===== src/rtl/spi_parity_defs.vh =====
// Shared state encodings and error-counter ceiling for the SPI parity word receiver.
`ifndef SPI_PARITY_DEFS_VH
`define SPI_PARITY_DEFS_VH
`define SPI_ST_IDLE     2'd0
`define SPI_ST_DATA     2'd1
`define SPI_ST_PAR      2'd2
`define SPI_ERR_CNT_MAX 8'hFF
`endif


===== src/rtl/spi_parity_word_fsm_pkg.sv =====
// Package form of the shared SPI parity definitions, plus the saturating counter helper.
`include "spi_parity_defs.vh"

package spi_parity_word_fsm_pkg;

  localparam logic [1:0] ST_IDLE = `SPI_ST_IDLE;
  localparam logic [1:0] ST_DATA = `SPI_ST_DATA;
  localparam logic [1:0] ST_PAR  = `SPI_ST_PAR;

  localparam logic [7:0] ERR_CNT_MAX = `SPI_ERR_CNT_MAX;

  function automatic logic [7:0] sat_inc8(input logic [7:0] v);
    return (v == ERR_CNT_MAX) ? v : v + 8'd1;
  endfunction

endpackage


===== src/rtl/spi_parity_acc.sv =====
// Word accumulator: MSB-first shift register, running parity and received-bit count.
module spi_parity_acc #(
  parameter int DATA_W     = 8,
  parameter int ODD_PARITY = 1,
  parameter int CNT_W      = $clog2(DATA_W + 1)
) (
  input  logic              clk,
  input  logic              reset,
  input  logic              clr,
  input  logic              shift,
  input  logic              bit_in,
  output logic [DATA_W-1:0] word,
  output logic              parity,
  output logic [CNT_W-1:0]  bit_cnt
);

  localparam logic PAR_INIT = (ODD_PARITY != 0);

  logic [DATA_W-1:0] shift_q, shift_d;
  logic              parity_q, parity_d;
  logic [CNT_W-1:0]  bit_cnt_q, bit_cnt_d;

  // NOTE: every always_comb output gets a default first, so no path can infer a latch.
  always_comb begin
    shift_d   = shift_q;
    parity_d  = parity_q;
    bit_cnt_d = bit_cnt_q;
    if (clr) begin
      parity_d  = PAR_INIT;
      bit_cnt_d = '0;
    end else if (shift) begin
      shift_d   = {shift_q[DATA_W-2:0], bit_in};
      parity_d  = parity_q ^ bit_in;
      bit_cnt_d = bit_cnt_q + CNT_W'(1);
    end
  end

  // NOTE: sequential state uses non-blocking assignments only; blocking stays in always_comb.
  always_ff @(posedge clk) begin
    if (reset) begin
      shift_q   <= '0;
      parity_q  <= PAR_INIT;
      bit_cnt_q <= '0;
    end else begin
      shift_q   <= shift_d;
      parity_q  <= parity_d;
      bit_cnt_q <= bit_cnt_d;
    end
  end

  assign word    = shift_q;
  assign parity  = parity_q;
  assign bit_cnt = bit_cnt_q;

endmodule


===== src/rtl/spi_parity_word_fsm.sv =====
// SPI parity word receiver: frame FSM, output pulses and parity error counter.
// Define SPI_PARITY_ERR_CNT_EN to build the saturating err_count; otherwise it reads 8'h00.
module spi_parity_word_fsm
  import spi_parity_word_fsm_pkg::*;
#(
  parameter int DATA_W     = 8,
  parameter int ODD_PARITY = 1
) (
  input  logic              clk,
  input  logic              reset,
  input  logic              cs,
  input  logic              sample,
  input  logic              in,
  output logic              parity_bit,
  output logic [DATA_W-1:0] data_out,
  output logic              word_valid,
  output logic              parity_err,
  output logic              abort,
  output logic              busy,
  output logic [7:0]        err_count
);

  localparam int CNT_W = $clog2(DATA_W + 1);

  logic [1:0]        state_q, state_d;
  logic [DATA_W-1:0] data_out_q, data_out_d;
  logic              word_valid_q, word_valid_d;
  logic              parity_err_q, parity_err_d;
  logic              abort_q, abort_d;
  logic              busy_q, busy_d;

  logic              acc_clr, acc_shift;
  logic [DATA_W-1:0] acc_word;
  logic              acc_parity;
  logic [CNT_W-1:0]  acc_cnt;

  spi_parity_acc #(
    .DATA_W     (DATA_W),
    .ODD_PARITY (ODD_PARITY),
    .CNT_W      (CNT_W)
  ) u_acc (
    .clk     (clk),
    .reset   (reset),
    .clr     (acc_clr),
    .shift   (acc_shift),
    .bit_in  (in),
    .word    (acc_word),
    .parity  (acc_parity),
    .bit_cnt (acc_cnt)
  );

  always_comb begin
    state_d      = state_q;
    data_out_d   = data_out_q;
    word_valid_d = 1'b0;
    parity_err_d = 1'b0;
    abort_d      = 1'b0;
    acc_clr      = 1'b0;
    acc_shift    = 1'b0;
    if (cs) begin
      // Deselect drops any partial frame; only a frame with bits already taken is an abort.
      state_d = ST_IDLE;
      acc_clr = 1'b1;
      abort_d = (acc_cnt != '0) || (state_q == ST_PAR);
    end else begin
      case (state_q)
        ST_IDLE: begin
          state_d   = ST_DATA;
          acc_shift = sample;
        end
        ST_DATA: begin
          if (sample) begin
            acc_shift = 1'b1;
            if (acc_cnt == CNT_W'(DATA_W - 1)) state_d = ST_PAR;
          end
        end
        ST_PAR: begin
          if (sample) begin
            data_out_d   = acc_word;
            word_valid_d = 1'b1;
            parity_err_d = (in != acc_parity);
            acc_clr      = 1'b1;
            state_d      = ST_DATA;
          end
        end
        default: state_d = ST_IDLE;
      endcase
    end
    busy_d = (state_d != ST_IDLE);
  end

  always_ff @(posedge clk) begin
    if (reset) begin
      state_q      <= ST_IDLE;
      data_out_q   <= '0;
      word_valid_q <= 1'b0;
      parity_err_q <= 1'b0;
      abort_q      <= 1'b0;
      busy_q       <= 1'b0;
    end else begin
      state_q      <= state_d;
      data_out_q   <= data_out_d;
      word_valid_q <= word_valid_d;
      parity_err_q <= parity_err_d;
      abort_q      <= abort_d;
      busy_q       <= busy_d;
    end
  end

`ifdef SPI_PARITY_ERR_CNT_EN
  logic [7:0] err_cnt_q, err_cnt_d;

  always_comb begin
    err_cnt_d = err_cnt_q;
    if (parity_err_d) err_cnt_d = sat_inc8(err_cnt_q);
  end

  always_ff @(posedge clk) begin
    if (reset) err_cnt_q <= 8'h00;
    else       err_cnt_q <= err_cnt_d;
  end

  assign err_count = err_cnt_q;
`else
  assign err_count = 8'h00;
`endif

  assign parity_bit = acc_parity;
  assign data_out   = data_out_q;
  assign word_valid = word_valid_q;
  assign parity_err = parity_err_q;
  assign abort      = abort_q;
  assign busy       = busy_q;

endmodule

===== config.mk =====
export PLATFORM = sky130hd
export DESIGN_NAME = spi_parity_word_fsm
export DESIGN_NICKNAME = d
export VERILOG_FILES = /design/src/rtl/spi_parity_word_fsm_pkg.sv /design/src/rtl/spi_parity_acc.sv /design/src/rtl/spi_parity_word_fsm.sv
export VERILOG_INCLUDE_DIRS = /design/src /design/src/rtl
export SDC_FILE = /design/constraint.sdc
export NUM_CORES = 1
export LEC_CHECK = 0
export ABC_AREA = 1
export CAP_MARGIN = 0
export CORE_MARGIN = 2
export CORE_UTILIZATION = 60
export CTS_BUF_LIST = sky130_fd_sc_hd__clkbuf_8
export DETAILED_ROUTE_END_ITERATION = 10
export DONT_BUFFER_PORTS = 1
export GPL_TIMING_DRIVEN = 0
export PLACE_DENSITY = 0.85
export SYNTH_ARGS = -nofsm -noshare
export SYNTH_HDL_FRONTEND = slang
export SYNTH_SLANG_ARGS = --single-unit

===== constraint.sdc =====
create_clock -name clk -period 1.7 [get_ports clk]
set_input_delay 0.085 -clock clk [delete_from_list [all_inputs] [get_ports clk]]
set_output_delay 0.085 -clock clk [all_outputs]
set_load 0.02 [all_outputs]

; Yosys cells after proc, flatten, opt, wreduce, memory -nomap -nowiden
; Index checks and enable logic that the tools add are counted.
[classes]
addsub = 1
n_eq_ne = 4
n_mux = 10
n_bitwise = 5
n_reduce_logical = 10
[op_table]
columns = operator, n
row1 = $mux W2, 4
row2 = $pmux W2 S3, 1
row3 = $reduce_or A2 Y1, 3
row4 = $add A4 B1 Y4 const B, 1
row5 = $eq A4 B3 Y1 const B, 1
row6 = $mux W1, 4
row7 = $not A1 Y1, 4
row8 = $reduce_bool A4 Y1, 1
row9 = $reduce_or A4 Y1, 1
row10 = $reduce_and A3 Y1, 1
row11 = $eq A2 B1 Y1 const B, 1
row12 = $eq A2 B2 Y1 const B, 1
row13 = $logic_not A2 Y1, 1
row14 = $pmux W1 S2, 1
row15 = $reduce_and A2 Y1, 1
row16 = $reduce_bool A2 Y1, 1
row17 = $logic_or A1 B1 Y1, 1
row18 = $ne A1 B1 Y1, 1
row19 = $xor A1 B1 Y1, 1
[word_totals]
reg_bits = 27
input_bits = 5
out_inout_bits = 21
elab_cells = 39

; Longest topological paths before layout
[logic_depth]
word_depth = 6
depth_mapped = 7
ltp_nobuf = 7

; Cells and area by module
; From an unflattened synthesis, not the netlist that was laid out.
[hier_totals]
hier_cells = 160
hier_area_um2 = 1217.4
[modules_own_cells]
columns = module, n_inst, cells_per_inst, area_per_inst_um2, seq_area_each_um2
row1 = spi_parity_word_fsm, 1, 94, 685.7, 280.3
row2 = spi_parity_acc, 1, 66, 531.8, 260.2

; Worst setup path after synthesis
; OpenSTA, ideal clock, no wires.
[synth_path]
path_kind = reg-to-reg
startpoint = reg state_q[1]
endpoint = reg data_out_q[0] (netlist: data_out[0])
setup_time_ns = 0.064
t_arrival_ns = 0.945
required_ns = 1.636
path_slack_ns = 0.691
stages_incl_launch_ff = 6
path_buffers = 1
period_less_slack_ns = 1.009
path_cell_list = dfxtp_1 > nand2_1 > buf_2 > nor2_4 > o21ai_0 > nor2_1
[synth_between]
elab_chain_cells = 2
[synth_rtl]
columns = item, line
row1 = "start, declared", spi_parity_word_fsm.sv:25  ; logic [1:0] state_q, state_d;
row2 = "start signal, assigned", spi_parity_word_fsm.sv:101  ; state_q <= state_d;
row3 = $eq A2 B2 Y1, spi_parity_word_fsm.sv:66  ; case (state_q)
row4 = $reduce_and A3 Y1 (no source line), --
row5 = "end signal, assigned", spi_parity_word_fsm.sv:102  ; data_out_q <= data_out_d;
row6 = "end, declared", spi_parity_word_fsm.sv:26  ; logic [DATA_W-1:0] data_out_q, data_out_d;
; Every way passes these cells.
; A chain may end at the register's enable or synchronous reset.

; Worst setup path in the final report
[layout_path]
startpoint = reg state_q[1]
endpoint = reg u_acc.shift_q[0] (netlist: u_acc.word[0])
[layout_between]
elab_chain_cells = 5
elab_cells_between_ends = 9
cone_classes = 2 x eq/ne / 4 x mux / 1 x bitwise / 2 x reduce/logical
[layout_rtl]
columns = item, line
row1 = $eq A2 B2 Y1, spi_parity_word_fsm.sv:66
row2 = $mux W1, --
row3 = $mux W1, spi_parity_word_fsm.sv:60  ; if (cs) begin
row4 = $not A1 Y1 (no source line), --
row5 = $reduce_and A2 Y1 (no source line) *, --
row6 = "end signal, assigned", spi_parity_acc.sv:45  ; shift_q <= shift_d;
row7 = "end, declared", spi_parity_acc.sv:19  ; logic [DATA_W-1:0] shift_q, shift_d;
; Every way passes the cells marked *; elsewhere a longest branch is shown, timed or not.

==> impl_metrics.yaml <==
outcome:
  status: "finished, final reports clean"
route:
  per_cell_routed_wire_length_um: 11.70
  routed-via-count: 943
  drt-initial-drc-count: 24
  route.final.wire_length_mm: 2.177
  antenna_left: 0
  drc_errors: 0
  avgViaCountPerCell: 5.070
  detail_route.first_pass.iterations: 5
power_and_ir_drop:
  largest_voltage_drop_on_the_vdd_net_uv: 539.8
  p_leak_uw: 0.0005481
  power.density_cell_area_nw_per_um2: 866.5
clocking:
  cts.sink_count: 27
  cts_made_buffers: 3
  clkSlewWorstSetupHoldPaths_ns: 0.09
  cts.repair_timing.setup_buffer_count: 0
  clock_tree.root_cell: "clkbuf_8"
  tritoncts_clock_tree: "built"
  buffer_levels_on_the_longest_clock_path: 2
  cts_htree_levels: 1
  post_cts_resized: 0
  clk_lat_worst_skew_ns: 0.28
setup_path:
  timing.rr.end: "u_acc.word[0]"
  cell_family_with_most_cp_delay: "flip-flops"
  cp_data_arrival_time_ns: 1.42
  worst_path_largest_cell_delay_ns: 0.46
  data_required_time_of_the_critical_path_ns: 1.91
  critPathLaunchType: "flip-flop"
  critical_path.cell_chain: "inv_1 > nand3_1 > buf_2 > nand2_1 > a21oi_1"
  crit_path_top_delay_cell: "dfxtp_1"
  setup.worst_path.class: "reg2reg"
  cp_num_buf_inv: 2
  worst_setup_path_end_kind: "flip-flop"
  crit-reg2reg-launch: "state_q[1]"
  worstRegToRegCells: 5
  path_max_fanout: 10
  rrSetupSlack_ns: 0.49
sta:
  report.final.setup_viol: 0
  drv_slew: 0
  finalWorstSetupSlack_ns: 0.4853
  hold_violations: 0
  fin_hold_ws_ns: 0.002862
  finalCriticalPeriod_ns: 1.215
  fmax_mhz: 823.3
  fin_skew_ns: 0.005932
  fin_setup_tns_ns: 0
  grt_setup_unrepaired: "false"
  timing.final.crit_share_pct: 71.45
die:
  core-area_um2: 1745
  floorplan.die.height_um: 47.42
  core.rowCount: 15
  design.die.area_um2: 2249
  ios: 26
  fp.dieW_um: 47.42
  initial_core_util_pct: 64.80
cells_and_area:
  final.fill_count: 146
  antenna_cells: 0
  area.growth.synth_to_final_pct: 11.84
  area_of_the_multi_input_gates_um2: 481.7
  layout.area.seq_um2: 540.5
  post_layout_nonfiller_instances: 186
  finish.net_count: 169
  post_route_cells_drive_above_1_share_pct: 12.42
synthesis:
  synth_area_leader_cell: "dfxtp_1"
  synthDistinctLibCells: 19
  asyncSetResetFlopFracSynth_pct: 0
  ys_seq_area_share_pct: 47.79
  post_synthesis_register_bit_count: 27
  netlist_instances: 147
  yosys.cell_count.top_type: "nand2_1"
  synth_enable_flop_cells: 0
  yosys_warnings: 0
  synth.avg_cell_area_um2: 7.694
  post_synth_most_frequent_cells: "34 x nand2_1, 27 x dfxtp_1, 15 x nor2_1"
  synth_top_area_share_pct: 47.79
  yosys_most_used_dff: "dfxtp_1"
  post_synth_instance_area_um2: 1131
  post_synth_main_area_contributors: "dfxtp_1 48%, nand2_1 11%, a21oi_1 5.8%"
worst_hold_path:
  worst_hold_path.num_cells: 3
  hold_path.startpoint: "cs"
  timing.hold.worst_endpoint: "state_q[1]"
  holdCritPathClass: "in2reg"
place:
  place.detailed.hpwl_mm: 1.537
  gpl.final_weighted_congestion: 0.7910
  dp_cells: 179
  preCtsSetupSlack_ns: 0.5255
  io_buffer_count: 0
grt:
  grt_max_degree: 16
  grt_antenna_before_repair: 0
  globalRouteOverflowTotal: 0
  grt_pass1_vias: 757
  grt_use_total_pct: 20.08
  first_pass_grt_wire_length_mm: 3.132
run:
  maxCapViolations: 0
==> stage by stage <==
stage / cell area (um^2) / total power [uW] / utilization, %
6_report: 1265 / 1096 / 72.47
2_1_floorplan: 1157 / 728.1 / -
4_1_cts: 1265 / 1100 / 72.47
3_3_place_gp: 1189 / 737.4 / 68.10
5_1_grt: 1265 / 1130 / 72.47
3_5_place_dp: 1189 / 740.5 / 68.10
==> layout make-up <==
type	instances	share of cell area, %
Buffer	12	6.825
Clock buffer	3	3.264
Clock inverter	1	0.3956
Inverter	13	3.858
Multi-Input combinational cell	102	38.08
Sequential cell	27	42.73
Tap cell	25	2.473
Timing Repair Buffer	3	2.374
==> registers in the layout (all words and copies together), names as in the netlist <==
signal,count
u_acc.word,8
word_valid,1
u_acc.parity,1
busy,1
state_q,2
parity_err,1
data_out,8
u_acc.bit_cnt,4
abort,1
==> layer usage <==
layer | GRT usage, % | share of wire (%) | wire [um]
met4 | 8.333 | 1.4 | 31
met1 | 25.18 | 43 | 939
met3 | 3.774 | 5.5 | 120
met2 | 33.78 | 50 | 1085
met5 | 0 | 0 | 0
==> worst max-delay path by stage <==
stage                    start             to  slack (ns)  cells after the start
floorplan           state_q[1]    data_out[0]        0.69                      5
global placement    state_q[1]    data_out[1]        0.54                      5
detailed placement  state_q[1]    data_out[5]        0.53                      5
CTS                 state_q[1]    data_out[5]        0.50                      5
global route        state_q[1]    data_out[4]        0.37                      5
finish              state_q[1]  u_acc.word[0]        0.49                      5
==> worst min-delay path: cells and delay by family <==
family                 cells  cell delay, ns
AND/OR/NAND/NOR            2            0.12
buffers and inverters      1            0.04
==> power breakdown <==
group / switching (uW) / leakage [uW] / internal (uW) / total (uW)
logic: 54.7 / 0.000304 / 32.3 / 87.0
registers: 7.57 / 0.000218 / 638 / 646
clock network: 199 / 0.0000255 / 164 / 363
total: 261 / 0.000548 / 835 / 1100
==> logic make-up (layout without fill, tap and decap cells) <==
kind of cell | count (synthesis) | in the layout | share of synthesized area (%)
fa+ha+maj | 2 | 2 | 2.212
other cells | 1 | 8 | 0.3315
buf+inv | 25 | 32 | 11.95
simple gates | 68 | 68 | 26.55
flops | 27 | 27 | 47.79
xor+xnor | 1 | 1 | 0.7745
compound gates | 23 | 23 | 10.40
==> placed cells by master, fill, tap and decap left out, types with 5 or more instances in the layout <==
cell type,count
dfxtp_1,27
buf_4,8
o21ai_0,9
inv_1,13
nor2_1,15
nor3_1,9
nand2_1,34
conb_1,8
a21oi_1,13
nand3_1,5
==> repair_timing <==
action | 4_1_cts | 5_1_grt
hold endpoints to repair | 4 | 0
hold buffers | 3 | 0
setup endpoints to repair | 0 | 0
No activity file was read; power rests on OpenSTA's default activity.
